<file path="src/rtl/lsu_pkg.sv">
// Shared definitions for the byte-serial load/store unit: funct3 codes,
// FSM state encoding and access-size decode.
package lsu_pkg;

    // RISC-V load/store funct3 encodings
    localparam logic [2:0] F3_B  = 3'b000;
    localparam logic [2:0] F3_H  = 3'b001;
    localparam logic [2:0] F3_W  = 3'b010;
    localparam logic [2:0] F3_BU = 3'b100;
    localparam logic [2:0] F3_HU = 3'b101;

    // Access sizes in bytes
    localparam logic [2:0] SIZE_B = 3'd1;
    localparam logic [2:0] SIZE_H = 3'd2;
    localparam logic [2:0] SIZE_W = 3'd4;

    typedef enum logic [1:0] {
        IDLE   = 2'd0,
        ACCESS = 2'd1,
        DONE   = 2'd2,
        ERR    = 2'd3
    } lsu_state_e;

    // Number of bytes moved for a funct3; unlisted codes report word size
    // so the range check stays conservative (they are rejected anyway).
    function automatic logic [2:0] f3_size(input logic [2:0] f3);
        case (f3)
            F3_B, F3_BU: return SIZE_B;
            F3_H, F3_HU: return SIZE_H;
            default:     return SIZE_W;
        endcase
    endfunction

    // funct3 legality by direction; unsigned variants exist only for loads
    function automatic logic f3_legal(input logic store, input logic [2:0] f3);
        case (f3)
            F3_B, F3_H, F3_W: return 1'b1;
            F3_BU, F3_HU:     return !store;
            default:          return 1'b0;
        endcase
    endfunction

endpackage

</file>
<file path="src/rtl/lsu_extend.sv">
// Sign/zero extension of an assembled little-endian load value by funct3.
module lsu_extend
    import lsu_pkg::*;
(
    input  logic [2:0]  funct3,
    input  logic [31:0] raw,
    output logic [31:0] ext
);

    // Select extension width and kind from funct3
    always_comb begin
        ext = raw;
        case (funct3)
            F3_B:    ext = {{24{raw[7]}}, raw[7:0]};
            F3_H:    ext = {{16{raw[15]}}, raw[15:0]};
            F3_BU:   ext = {24'b0, raw[7:0]};
            F3_HU:   ext = {16'b0, raw[15:0]};
            default: ext = raw;
        endcase
    end

endmodule

</file>
<file path="src/rtl/load_store_unit.sv">
// Load/store unit: serialises one B/H/W request into single-byte data
// memory accesses, assembles little-endian loads and rejects illegal
// requests without touching memory.
module load_store_unit
    import lsu_pkg::*;
#(
    parameter int unsigned MEM_BYTES = 128,
    parameter int unsigned ADDR_W    = 32
) (
    input  logic              clk,
    input  logic              rst_n,
    input  logic              req_valid,
    output logic              req_ready,
    input  logic              req_store,
    input  logic [2:0]        req_funct3,
    input  logic [ADDR_W-1:0] req_addr,
    input  logic [31:0]       req_wdata,
    output logic              resp_done,
    output logic              resp_err,
    output logic [31:0]       resp_rdata,
    output logic              mem_read,
    output logic              mem_write,
    output logic [ADDR_W-1:0] endereco,
    output logic [31:0]       write_data,
    input  logic [31:0]       read_data
);

    localparam int unsigned AW1 = ADDR_W + 1;

    lsu_state_e        state_q, state_d;
    logic [1:0]        cnt_q, cnt_d;
    logic              store_q, store_d;
    logic [2:0]        f3_q, f3_d;
    logic [ADDR_W-1:0] addr_q, addr_d;
    logic [31:0]       wdata_q, wdata_d;
    logic [31:0]       rbuf_q, rbuf_d;

    logic [2:0]        req_size;
    logic [AW1-1:0]    req_last;
    logic              req_illegal;
    logic [1:0]        last_lane;
    logic [31:0]       ext_rdata;

    // Memory returns a full word but only the addressed byte is meaningful
    logic unused_rd_hi;
    assign unused_rd_hi = ^read_data[31:8];

    // Classify the incoming request: funct3, alignment and address range
    always_comb begin
        req_size    = f3_size(req_funct3);
        req_last    = {1'b0, req_addr} + AW1'(req_size) - AW1'(1);
        req_illegal = !f3_legal(req_store, req_funct3);
        if (req_size == SIZE_H && req_addr[0]) begin
            req_illegal = 1'b1;
        end
        if (req_size == SIZE_W && req_addr[1:0] != 2'b00) begin
            req_illegal = 1'b1;
        end
        if (req_last >= AW1'(MEM_BYTES)) begin
            req_illegal = 1'b1;
        end
    end

    assign last_lane = 2'(f3_size(f3_q) - 3'd1);

    lsu_extend u_extend (
        .funct3 (f3_q),
        .raw    (rbuf_q),
        .ext    (ext_rdata)
    );

    // Next-state, request capture, byte sequencing and output decode
    always_comb begin
        state_d    = state_q;
        cnt_d      = cnt_q;
        store_d    = store_q;
        f3_d       = f3_q;
        addr_d     = addr_q;
        wdata_d    = wdata_q;
        rbuf_d     = rbuf_q;

        req_ready  = 1'b0;
        resp_done  = 1'b0;
        resp_err   = 1'b0;
        resp_rdata = '0;
        mem_read   = 1'b0;
        mem_write  = 1'b0;
        endereco   = '0;
        write_data = '0;

        case (state_q)
            IDLE: begin
                req_ready = 1'b1;
                if (req_valid) begin
                    store_d = req_store;
                    f3_d    = req_funct3;
                    addr_d  = req_addr;
                    wdata_d = req_wdata;
                    cnt_d   = '0;
                    rbuf_d  = '0;
                    state_d = req_illegal ? ERR : ACCESS;
                end
            end

            ACCESS: begin
                endereco = addr_q + ADDR_W'(cnt_q);
                // Strobes are held off while rst_n is low so the edge that
                // resets the FSM cannot also commit the in-flight byte.
                if (store_q) begin
                    mem_write  = rst_n;
                    write_data = {24'b0, wdata_q[{cnt_q, 3'b000} +: 8]};
                end else begin
                    mem_read = rst_n;
                    rbuf_d[{cnt_q, 3'b000} +: 8] = read_data[7:0];
                end
                if (cnt_q == last_lane) begin
                    cnt_d   = '0;
                    state_d = DONE;
                end else begin
                    cnt_d = cnt_q + 2'd1;
                end
            end

            DONE: begin
                resp_done  = 1'b1;
                resp_rdata = store_q ? '0 : ext_rdata;
                state_d    = IDLE;
            end

            ERR: begin
                resp_err = 1'b1;
                state_d  = IDLE;
            end

            default: begin
                state_d = IDLE;
            end
        endcase
    end

    // State and captured-request registers with synchronous reset
    always_ff @(posedge clk) begin
        if (!rst_n) begin
            state_q <= IDLE;
            cnt_q   <= '0;
            store_q <= 1'b0;
            f3_q    <= '0;
            addr_q  <= '0;
            wdata_q <= '0;
            rbuf_q  <= '0;
        end else begin
            state_q <= state_d;
            cnt_q   <= cnt_d;
            store_q <= store_d;
            f3_q    <= f3_d;
            addr_q  <= addr_d;
            wdata_q <= wdata_d;
            rbuf_q  <= rbuf_d;
        end
    end

endmodule
</file>
<file path="config.mk">
export PLATFORM = sky130hd
export DESIGN_NAME = load_store_unit
export DESIGN_NICKNAME = d
export VERILOG_FILES = /design/src/rtl/lsu_pkg.sv /design/src/rtl/lsu_extend.sv /design/src/rtl/load_store_unit.sv
export SDC_FILE = /design/constraint.sdc
export NUM_CORES = 1
export LEC_CHECK = 0
export CAP_MARGIN = 20
export CORE_MARGIN = 2
export CORE_UTILIZATION = 53
export CTS_CLUSTER_DIAMETER = 200
export DETAILED_ROUTE_END_ITERATION = 8
export PLACE_DENSITY = 0.87
export SYNTH_ARGS = -nofsm -noshare
export SYNTH_HDL_FRONTEND = slang
export SYNTH_SLANG_ARGS = --single-unit
</file>
<file path="constraint.sdc">
create_clock -name clk -period 7.3 [get_ports clk]
set_input_delay 0.73 -clock clk [delete_from_list [all_inputs] [get_ports clk]]
set_output_delay 0.73 -clock clk [all_outputs]
set_load 0.02 [all_outputs]
</file>
==> results of run 1 <==
cells in the mapped netlist, drive strengths merged, types with 3 or more instances:
| library cell | count | area [um2] |
|---|---|---|
| nand2 | 186 | 701 |
| dfxtp | 104 | 2080 |
| a21boi | 77 | 578 |
| inv | 68 | 255 |
| nor2 | 61 | 229 |
| a21oi | 58 | 294 |
| ha | 40 | 500 |
| o21ai | 39 | 199 |
| clkbuf | 38 | 143 |
| buf | 34 | 220 |
| nor2b | 29 | 181 |
| nand3 | 27 | 135 |
| a22oi | 25 | 188 |
| xor2 | 24 | 210 |
| xnor2 | 22 | 193 |
| and3 | 17 | 106 |
| and2 | 15 | 93.8 |
| nand4 | 9 | 56.3 |
| nor3 | 9 | 45.0 |
| o21a | 9 | 68.8 |
| mux4 | 8 | 180 |
| o211ai | 6 | 45.0 |
| a211oi | 5 | 47.5 |
| a21o | 5 | 37.5 |
| a31oi | 5 | 31.3 |
| nand2b | 5 | 31.3 |
| nor4 | 5 | 43.8 |
| and4 | 4 | 35.0 |
| o21bai | 4 | 30.0 |
| o31ai | 4 | 43.8 |
| or3 | 4 | 25.0 |
| a22o | 3 | 26.3 |
per-layer routing:
layer / up-vias / routed length [um] / global-route usage [%]
li1: 3549 / - / -
met1: 3338 / 8350 / 31.7
met2: 257 / 9820 / 46.2
met3: 37 / 1230 / 5.85
met4: 0 / 421 / 8.26
met5: - / 0 / 0
cell families after synthesis:
logic type	Yosys count	share of synthesized area (%)
adder cells (fa/ha/maj)	42	7.35
other	1	0.0510
AO/OA/AOI/OAI	257	23.9
multiplexers	11	2.87
XOR/XNOR	46	5.48
flip-flops	104	28.3
buffers and inverters	140	8.40
AND/OR/NAND/NOR	379	23.7
registers in the layout (all words and copies together), names as in the netlist:
signal,cells
state_q,2
rbuf_q,32
addr_q,32
store_q,1
cnt_q,2
wdata_q,32
f3_q,3
worst max-delay path by stage:
stage	depth (start not counted)	slack, ns	end	startpoint
floorplan	16	3.84	state_q[1]	req_funct3[0]
global placement	15	3.03	state_q[1]	req_funct3[1]
detailed placement	17	3.03	state_q[1]	req_funct3[0]
CTS	11	2.84	endereco[31]	cnt_q[1]
global route	12	2.61	endereco[30]	cnt_q[0]
finish	11	2.84	endereco[31]	cnt_q[1]
metrics by stage:
stage               power, W  instance area [um2]  cells
finish               0.00151                 9200   1290
global route         0.00159                 9200   1290
CTS                  0.00152                 9190   1289
detailed placement   0.00104                 8910   1273
global placement     0.00103                 8910   1273
floorplan           0.000916                 7440   1003
power groups by stage:
stage | Combinational (W) | Sequential [W] | Clock (W)
after floorplan | 0.000288 | 0.000628 | 0
after global placement | 0.000395 | 0.000636 | 0
after detailed placement | 0.000402 | 0.000638 | 0
after CTS | 0.000406 | 0.000625 | 0.000485
after global routing | 0.000448 | 0.000630 | 0.000509
final | 0.000409 | 0.000626 | 0.000477
final cells by class:
cell class | count | share of cell area [%]
sequential | 104 | 22.6
inverter | 68 | 2.77
clock inverter | 7 | 0.666
tap | 180 | 2.45
multi-input combinational | 759 | 51.6
timing repair buffer | 163 | 17.5
clock buffer | 9 | 2.45
tightest hold or removal path: cells and delay by family, from the launching register on:
family | cells | cell delay, ns
simple gates | 1 | 0.05
compound gates | 1 | 0.05
flops | 1 | 0.32
==> impl_metrics.ini, run 1 <==
[route]
viasPerCell = 5.57
drc_errors = 0
postRouteAntennaNets = 0
wl_per_cell_um = 15.4
dr.pass1.iters = 6
drtIter0Drc = 636
vias = 7181
drt-total-wl_mm = 19.8

[global_routing]
grt-ovfl-total = 0
grt_max_degree = 69
gr-usage-all-layers_pct = 26.2
grt_pass1_vias = 6611
antenna_found_initial = 0
grt_first_pass_wirelength_mm = 31.4

[hold_path]
hold_path_depth = 2
hold_path.startpoint = rbuf_q[30]
hold_end = rbuf_q[30]
hold_class = reg2reg

[cells_and_area]
final_common_cell = nand2_1
final_util_pct = 67.1
multi_input_area_mm2 = 0.00475
regArea_mm2 = 0.00208
final_nets = 1250
num-fill-cells = 1156
diodes = 0
drive_gt1_share_pct = 4.41
area_growth_syn_to_layout_pct = 25.1
final_cell_mix = nand2_1, clkdlybuf4s50_1, dfxtp_1, a21boi_0, inv_1

[timing]
finalHoldViolations = 0
maxSlewHeadroom_pct = 26.9
setup_tns_ns = 0
setup_ws_ns = 2.84
rsz0062_at_grt = no
skew_ns = 0.00624
whs_ns = 0.453
fmax_mhz = 224
drv_slew = 0
setup_viol = 0
period_needed_ns = 4.46
max_slew.worst_pin.slew_ns = 1.09
period_share_pct = 61.1

[setup_path]
cp_cell_sequence = ha_1 -> a21o_1 -> and4_1 -> nor2b_1 -> nand2_1 -> nor3_1 -> and4_1 -> nand4_1 -> xor2_1 -> nor2_1 -> clkdlybuf4s50_1
arrival_ns = 3.73
worst_setup_path_end_kind = output port
critPathLaunchType = register
crit_buf_inv = 1
crit_fanout = 6
ff2ff_setup_slack_ns = 4.71
worstRegToRegCells = 6
cp_top_family = simple AND/OR/NAND/NOR gates
cp_common_cell = and4_1
path_class = reg2out
crit_path_top_delay_cell = clkdlybuf4s50_1
critPathMaxStageDelay_ns = 0.62
timing.rr.end = rbuf_q[24]
r2r_start = cnt_q[0]
required_ns = 6.57

[yosys]
ys.flop_type = dfxtp_1
synth.distinct_cells = 65
netlist_instances = 980
ys_ff_latch = 104
yosysWarningCount = 0
synth_edf_count = 0
yosysSeqAreaShare_pct = 28.3
syn_area_mm2 = 0.00736
synth_async_sr_flop_share_pct = 0
avgSynthCellArea_um2 = 7.51

[clocking]
clock_latency_ns = 0.36
cts_resized = 0
ctsRootBufferMaster = clkbuf_16
numCtsBuffers = 9
cts_setup_buffers = 0
htreeDepth = 3
path_clk_slew_ns = 0.08
cts_hold_buffers = 0
cts_tree = done
numClockSinks = 104
clockBufferDepth = 2

[pwr]
vdd_drop_max_v = 0.000102
swShare_pct = 33.3
power.switching_w = 0.000503
power_frac_seq_pct = 41.4
p_per_area_mw_per_mm2 = 164
clkPwrFrac_pct = 31.5
p_leak_nw = 3.48
combPwrFrac_pct = 27.0
p_int_w = 0.00101

[floorplan]
fp.coreArea_mm2 = 0.0137
die_area_mm2 = 0.0148
ios = 204
dieWidth_um = 122
die_h_um = 122
initial_utilization_pct = 53.6
rows = 43

[place]
gp_congestion = 0.891
place_ws_ns = 3.03
io_buffer_count = 155
hpwl_mm = 14.6

[job]
max-cap-violations = 0

[run_status]
status = completed
(Power assumes the default switching activity.)
==> inputs of run 2 (changes only) <==
--- a/config.mk
+++ b/config.mk
@@ -7,10 +7,10 @@
 export LEC_CHECK = 0
 export CAP_MARGIN = 20
 export CORE_MARGIN = 2
-export CORE_UTILIZATION = 53
+export CORE_UTILIZATION = 45
 export CTS_CLUSTER_DIAMETER = 200
 export DETAILED_ROUTE_END_ITERATION = 8
-export PLACE_DENSITY = 0.87
+export PLACE_DENSITY = 0.79
 export SYNTH_ARGS = -nofsm -noshare
 export SYNTH_HDL_FRONTEND = slang
 export SYNTH_SLANG_ARGS = --single-unit
==> constraint.sdc (replaced) <==
create_clock -name clk -period 3.9 [get_ports clk]
set_input_delay 0.39 -clock clk [delete_from_list [all_inputs] [get_ports clk]]
set_output_delay 0.39 -clock clk [all_outputs]
set_load 0.02 [all_outputs]
==> impl_metrics.ini, run 2 (synthesis results as in run 1) <==
[floorplan]
initial_utilization_pct = 46.1
ios = 204
rows = 46
die_area_mm2 = 0.0174
dieWidth_um = 132
fp.coreArea_mm2 = 0.0159
die_h_um = 132

[pwr]
p_leak_nw = 3.52
vdd_drop_max_v = 0.000240
p_per_area_mw_per_mm2 = 301

[route]
vias = 7062
wl_per_cell_um = 14.8
viasPerCell = 5.31
drtIter0Drc = 479
dr.pass1.iters = 5
drc_errors = 0
postRouteAntennaNets = 0
drt-total-wl_mm = 19.7

[setup_path]
critPathLaunchType = register
required_ns = 3.51
cp_common_cell = and4_1
worstRegToRegCells = 6
cp_cell_sequence = ha_1 -> a21o_1 -> and4_1 -> nor2b_2 -> nand2_1 -> nor3_2 -> and4_1 -> nand4_1 -> xor2_1 -> nor2_1 -> clkdlybuf4s50_1
crit_path_top_delay_cell = clkdlybuf4s50_1
critPathMaxStageDelay_ns = 0.61
path_class = reg2out
crit_fanout = 3
arrival_ns = 3.27
worst_setup_path_end_kind = output port

[cells_and_area]
fin_cells = 1331
final_cell_mix = nand2_1, clkdlybuf4s50_1, dfxtp_1, a21boi_0, inv_1
num-fill-cells = 1444
diodes = 0
biggestRegsByFlops = addr_q x32, rbuf_q x32, wdata_q x32
final_nets = 1255
area_growth_syn_to_layout_pct = 26.1
final_common_cell = nand2_1
drive_gt1_share_pct = 4.93

[clocking]
clock_latency_ns = 0.35
numCtsBuffers = 9
path_clk_slew_ns = 0.07
numClockSinks = 104
cts_tree = done
ctsRootBufferMaster = clkbuf_16
cts_setup_buffers = 0
clockBufferDepth = 2
htreeDepth = 3

[place]
hpwl_mm = 15.1
dp_cells = 1315
gp_congestion = 0.924
io_buffer_count = 155
place_ws_ns = -0.0242

[job]
max-cap-violations = 0

[hold_path]
hold_path_depth = 2
hold_class = reg2reg

[timing]
rsz0062_at_grt = no
fmax_mhz = 273
finalHoldViolations = 0
period_needed_ns = 3.66
whs_ns = 0.459
setup_viol = 0
period_share_pct = 93.9
setup_tns_ns = 0
drv_slew = 0
maxSlewHeadroom_pct = 25.8
setup_ws_ns = 0.236
skew_ns = 0.00657
max_slew.worst_pin.slew_ns = 1.10

[global_routing]
grt-ovfl-total = 0
antenna_found_initial = 0
grt_max_degree = 69
gr-usage-all-layers_pct = 22.5
grt_first_pass_wirelength_mm = 32.7
grt_pass1_vias = 6643

[run_status]
status = completed
run 2: cell count changes in the layout (fill, tap and decap cells not counted), sizes merged:
cell           delta
buf               +5
clkbuf            +2
clkdlybuf4s50     -3
clkinv            -1
clkinvlp          +1
dlygate4sd2       +2
dlymetal6s2s      +1
inv               -2
run 2: metrics by stage:
stage	utilization [%]	total power, W	cell area (um2)
detailed placement	56.4	0.00195	9000
floorplan	-	0.00171	7440
finish	58.2	0.00279	9280
global placement	56.4	0.00194	9000
CTS	58.2	0.00281	9270
global route	58.2	0.00294	9280
run 2: cell type report:
| cell class | instances | area [um2] | share of cell area [%] |
|---|---|---|---|
| well taps | 216 | 270 | 2.91 |
| inverters | 68 | 255 | 2.75 |
| clock inverters | 5 | 40.0 | 0.431 |
| repair buffers | 168 | 1640 | 17.7 |
| multi-input cells | 759 | 4750 | 51.2 |
| clock buffers | 11 | 233 | 2.51 |
| flip-flops and latches | 104 | 2080 | 22.4 |
run 2: final timing paths:
kind / startpoint / endpoint / slack, ns
worst min register to register: rbuf_q[26] / rbuf_q[26] / 0.46
worst max register to register: state_q[0] / rbuf_q[16] / 1.56
worst min-delay path: rbuf_q[26] / rbuf_q[26] / 0.46
worst max-delay path: cnt_q[1] / endereco[31] / 0.24
run 2: timing repair:
action,in CTS,in global routing
setup endpoints to repair,3,5
hold buffers,0,0
gates resized for setup,3,3
run 2: critical path, delay by kind of cell, from the launching register on:
family | cells | cell delay [ns]
buf+inv | 1 | 0.61
xor+xnor | 1 | 0.15
simple gates | 7 | 1.41
fa+ha+maj | 1 | 0.29
compound gates | 1 | 0.11
flops | 1 | 0.35
run 2: report_power, final:
group          leakage, nW  internal, W  switching (W)
combinational         2.54     0.000326       0.000443
sequential           0.848      0.00112      0.0000491
clock                0.128     0.000440       0.000415
total                 3.52      0.00188       0.000907
run 2: metal layers:
metal  up-vias  routed length (um)  track usage [%]
li1       3564                   -                -
met1      3263                8990             28.8
met2       207                9350             38.5
met3        28                 947             4.27
met4         0                 433             6.82
met5         -                   0                0
==> patch 1, RTL diff (config.mk and constraints of run 2) <==
Take the reset off `wdata_q` and load it in a clocked block of its own.
--- a/src/rtl/load_store_unit.sv
+++ b/src/rtl/load_store_unit.sv
@@ -148,3 +148,2 @@
             addr_q  <= '0;
-            wdata_q <= '0;
             rbuf_q  <= '0;
@@ -156,3 +155,2 @@
             addr_q  <= addr_d;
-            wdata_q <= wdata_d;
             rbuf_q  <= rbuf_d;
@@ -161,2 +159,6 @@
 
+    always_ff @(posedge clk) begin
+        wdata_q <= wdata_d;
+    end
+
 endmodule
Check against the original RTL: no difference found for any inputs over 10 cycles, from zero or initial values and one cycle with rst_n low; that may be too few to reach the edited logic, so the function may still have changed.
==> patch 1 against run 2 <==
Register-to-register slack gained 0.08 ns. Power rose by 3.9%. Synthesized area rose by 2.4%. Cell area up 4.3%. Synthesized cell count is 5.6% lower. Sequential cell count did not move. Worst setup slack worse by 0.084 ns. Combinational power up 6.9%. Clock skew about the same. Wire length rose by 6.0%. Utilization is 0.60 points higher. Critical endpoint is now state_q[1].
==> patch 1: results (changes against run 2) <==
- Run status: finished clean
- Pre-CTS WS: -0.360 ns (-0.335 ns)
- Finished Core Util: 0.588 (+0.00598)
- Register area share after synthesis: 0.319 (+0.0360)
- Crit-path max FO: 5 (+2)
- Post-DR vias/cell: 5.51 (+3.8%)
- Sw Ratio: 0.322 (-0.00328)
- Drt pass-1 iters: 6 (+1)
- Non-clock inverter count: 72 (+5.9%)
- Multi-input combinational area share: 0.477 (-0.0355)
- Hold Worst Slack: 0.466 ns (+0.00731 ns)
- Adder-cell area share of the yosys netlist: 0.0718 (-0.00170)
- # rows: 47 (+2.2%)
- Drt wl/cell: 16.0 um (+7.7%)
- FILL cells: 1491 (+3.3%)
- Compound-cell area share of the yosys netlist: 0.234 (-0.00502)
- Commonest cells post-synth: 124 x nand2_1, 72 x dfxtp_1, 72 x inv_1
- Net Switching: 0.000933 W (+2.8%)
- Post-DP Area: 9350 sq um (+3.9%)
- Total combinational power: 0.000822 W (+6.9%)
- EDFF count, synth: 32 (+32)
- Final clock-cell share: 0.0289 (-0.000448)
- DR iter-0 viols: 706 (+47%)
- # resized after CTS: 1 (-2)
- Leakage power: 3.69 nW (+4.8%)
- Vias in the first global route: 6644 (+0.015%)
- GPL Wtd Cong: 0.963 (+4.3%)
## patch 1: cell types whose count changed after synthesis, moves of 5 or more
cell	run 2	this run
nand4_1	9	17
nor2_1	61	66
a21o_1	5	15
dfxtp_1	104	72
clkbuf_1	38	33
a21boi_0	73	45
edfxtp_1	0	32
nand3_1	27	22
xnor2_1	22	17
nand2_1	185	124
a21oi_1	57	64
## patch 1: final timing paths
| path | start | end | slack (ns) | cells after the start |
|---|---|---|---|---|
| max reg2reg | state_q[1] | rbuf_q[28] | 1.64 | 6 |
| min reg2reg | rbuf_q[19] | rbuf_q[19] | 0.47 | 2 |
| min | rbuf_q[19] | rbuf_q[19] | 0.47 | 2 |
| max | req_funct3[1] | state_q[1] | 0.15 | 16 |
## patch 1: routing by layer
layer	GRT usage	up-vias	wire (um)
met2	0.399	289	10200
li1	-	3532	-
met5	0	-	0
met4	0.0491	0	175
met1	0.306	3379	9150
met3	0.0403	16	1410
==> patch 2, RTL diff (flow settings as in run 2) <==
Without the edit above. `ADDR_W`: 32 -> 16.
--- a/src/rtl/load_store_unit.sv
+++ b/src/rtl/load_store_unit.sv
@@ -7,3 +7,3 @@
     parameter int unsigned MEM_BYTES = 128,
-    parameter int unsigned ADDR_W    = 32
+    parameter int unsigned ADDR_W    = 16
 ) (
Interface: changed (resized endereco and req_addr); port bits go from 204 to 172. The function was not compared with the original's and may differ.
==> patch 2 against run 2 <==
Via count fell by 29%. Sequential cell count down 16. Power is 14% lower. Synthesized area fell by 28%. Die area is 27% lower. Wire length is 27% lower. Worst setup slack gained 0.38 ns. Non-clock buffer count decreased by 37. Cell area is 26% lower. Critical path type unchanged.
==> patch 2: results (changes against run 2) <==
- Worst path max stage delay: 0.63 ns (+0.02 ns)
- Drt pass-1 iters: 5 (unchanged)
- Top delay family on crit path: buffers and inverters
- Post-DR vias/cell: 5.33 (+0.38%)
- CTS Root Cell: clkbuf_16
- Peak VDD IR: 0.237 mV (-1.2%)
- Pre-CTS WS: 0.399 ns (+0.423 ns)
- DR iter-0 viols: 325 (-32%)
- CTS max path bufs: 2 (unchanged)
- Layout cell share with drive strength beyond 1: 0.0530 (+0.00364)
- Largest net degree at the start of global routing: 61 (-12%)
- Post-DP Area: 6550 sq um (-27%)
- Main area contributors after synthesis: dfxtp_1 33%, nand2_1 9.4%, ha_1 5.6%
- PortBufs: 123 (-21%)
- Leakage power: 2.61 nW (-26%)
- Power Clock: 0.000955 W (+12%)
- Sw Ratio: 0.278 (-0.0468)
- FF/Latch Area: 1760 sq um (-15%)
- Gr usage total: 0.224 (-0.00108)
- FILL cells: 1002 (-31%)
- Yosys cell types: 51 (-22%)
- Slowest CP cell: clkdlybuf4s50_1
- Adder-cell area share of the yosys netlist: 0.0640 (-0.00953)
- Post-synthesis instance total: 681 (-31%)
- Commonest cells post-synth: 133 x nand2_1, 88 x dfxtp_1, 44 x inv_1
- Pins Over Slew Limit: 0 (unchanged)
- # resized after CTS: 0 (-3)
- Total power: 0.00241 W (-14%)
- Run status: finished clean
- GPL Wtd Cong: 0.864 (-6.5%)
- Crit-path max FO: 12 (+9)
- N_diodes: 0 (unchanged)
- Register area share after synthesis: 0.331 (+0.0480)
- Clk slew on worst S/H paths: around 0.060 ns
- Post-detail-place hpwl: 10600 um (-30%)
- Vias: 4985 (-29%)
- Placed Cells: 918 (-30%)
- Combinational power share: 0.198 (-0.078)
- First-pass GRT wire length: 23200 um (-29%)
- Compound-cell area share of the yosys netlist: 0.214 (-0.0244)
- Final WL: 14500 um (-27%)
- Regs by FF count: rbuf_q x32, wdata_q x32, addr_q x16
- Worst-Margin Slew: 0.917 ns (-0.188 ns)
- Synth Area in XOR/XNOR: 0.0263 (-0.0284)
- Nets: 901 (-28%)
- Vias in the first global route: 4753 (-28%)
- Post-synthesis mux area share: 0.0433 (+0.0145)
- Arr. time, crit path: 2.90 ns (-0.37 ns)
- Final Skew: 0.00603 ns (-0.000541 ns)
-- patch 2: cell types whose count changed after synthesis, moves of 10 or more --
| cell | change |
|---|---|
| a21boi_0 | -45 |
| a21boi_1 | +29 |
| nand2_1 | -52 |
| xnor2_1 | -14 |
| o21ai_0 | -10 |
| inv_1 | -24 |
| a21oi_1 | -17 |
| nor2_1 | -27 |
| dfxtp_1 | -16 |
| nand3_1 | -10 |
| ha_1 | -16 |
| xor2_1 | -16 |
-- patch 2: cell families (layout without fill, tap and decap cells) --
| kind of cell | after synthesis | after routing |
|---|---|---|
| AND/OR/NAND/NOR | 260 | 260 |
| AO/OA/AOI/OAI | 172 | 172 |
| buffers and inverters | 105 | 194 |
| flip-flops | 88 | 88 |
| adder cells (fa/ha/maj) | 26 | 26 |
| XOR/XNOR | 16 | 16 |
| multiplexers | 13 | 13 |
| other | 1 | 24 |
-- patch 2: final timing paths --
| check | start | to | slack (ns) | cells after the start |
|---|---|---|---|---|
| worst max register to register | cnt_q[1] | rbuf_q[5] | 1.53 | 7 |
| worst max-delay path | state_q[1] | resp_rdata[27] | 0.61 | 6 |
| worst min register to register | rbuf_q[31] | rbuf_q[31] | 0.45 | 2 |
| worst min-delay path | rbuf_q[31] | rbuf_q[31] | 0.45 | 2 |
-- patch 2: metal layers --
metal	vias to the layer above	GRT usage	wire, um
met5	-	0	0
met2	173	0.385	7050
li1	2463	-	-
met1	2315	0.282	6260
met4	0	0.0943	423
met3	34	0.0311	756
-- patch 2: layout make-up --
class,count,share of cell area
Clock buffer,12,0.0372
Tap cell,143,0.0260
Multi-Input combinational cell,511,0.458
Inverter,47,0.0256
Timing Repair Buffer,131,0.186
Sequential cell,88,0.256
Clock inverter,4,0.0111
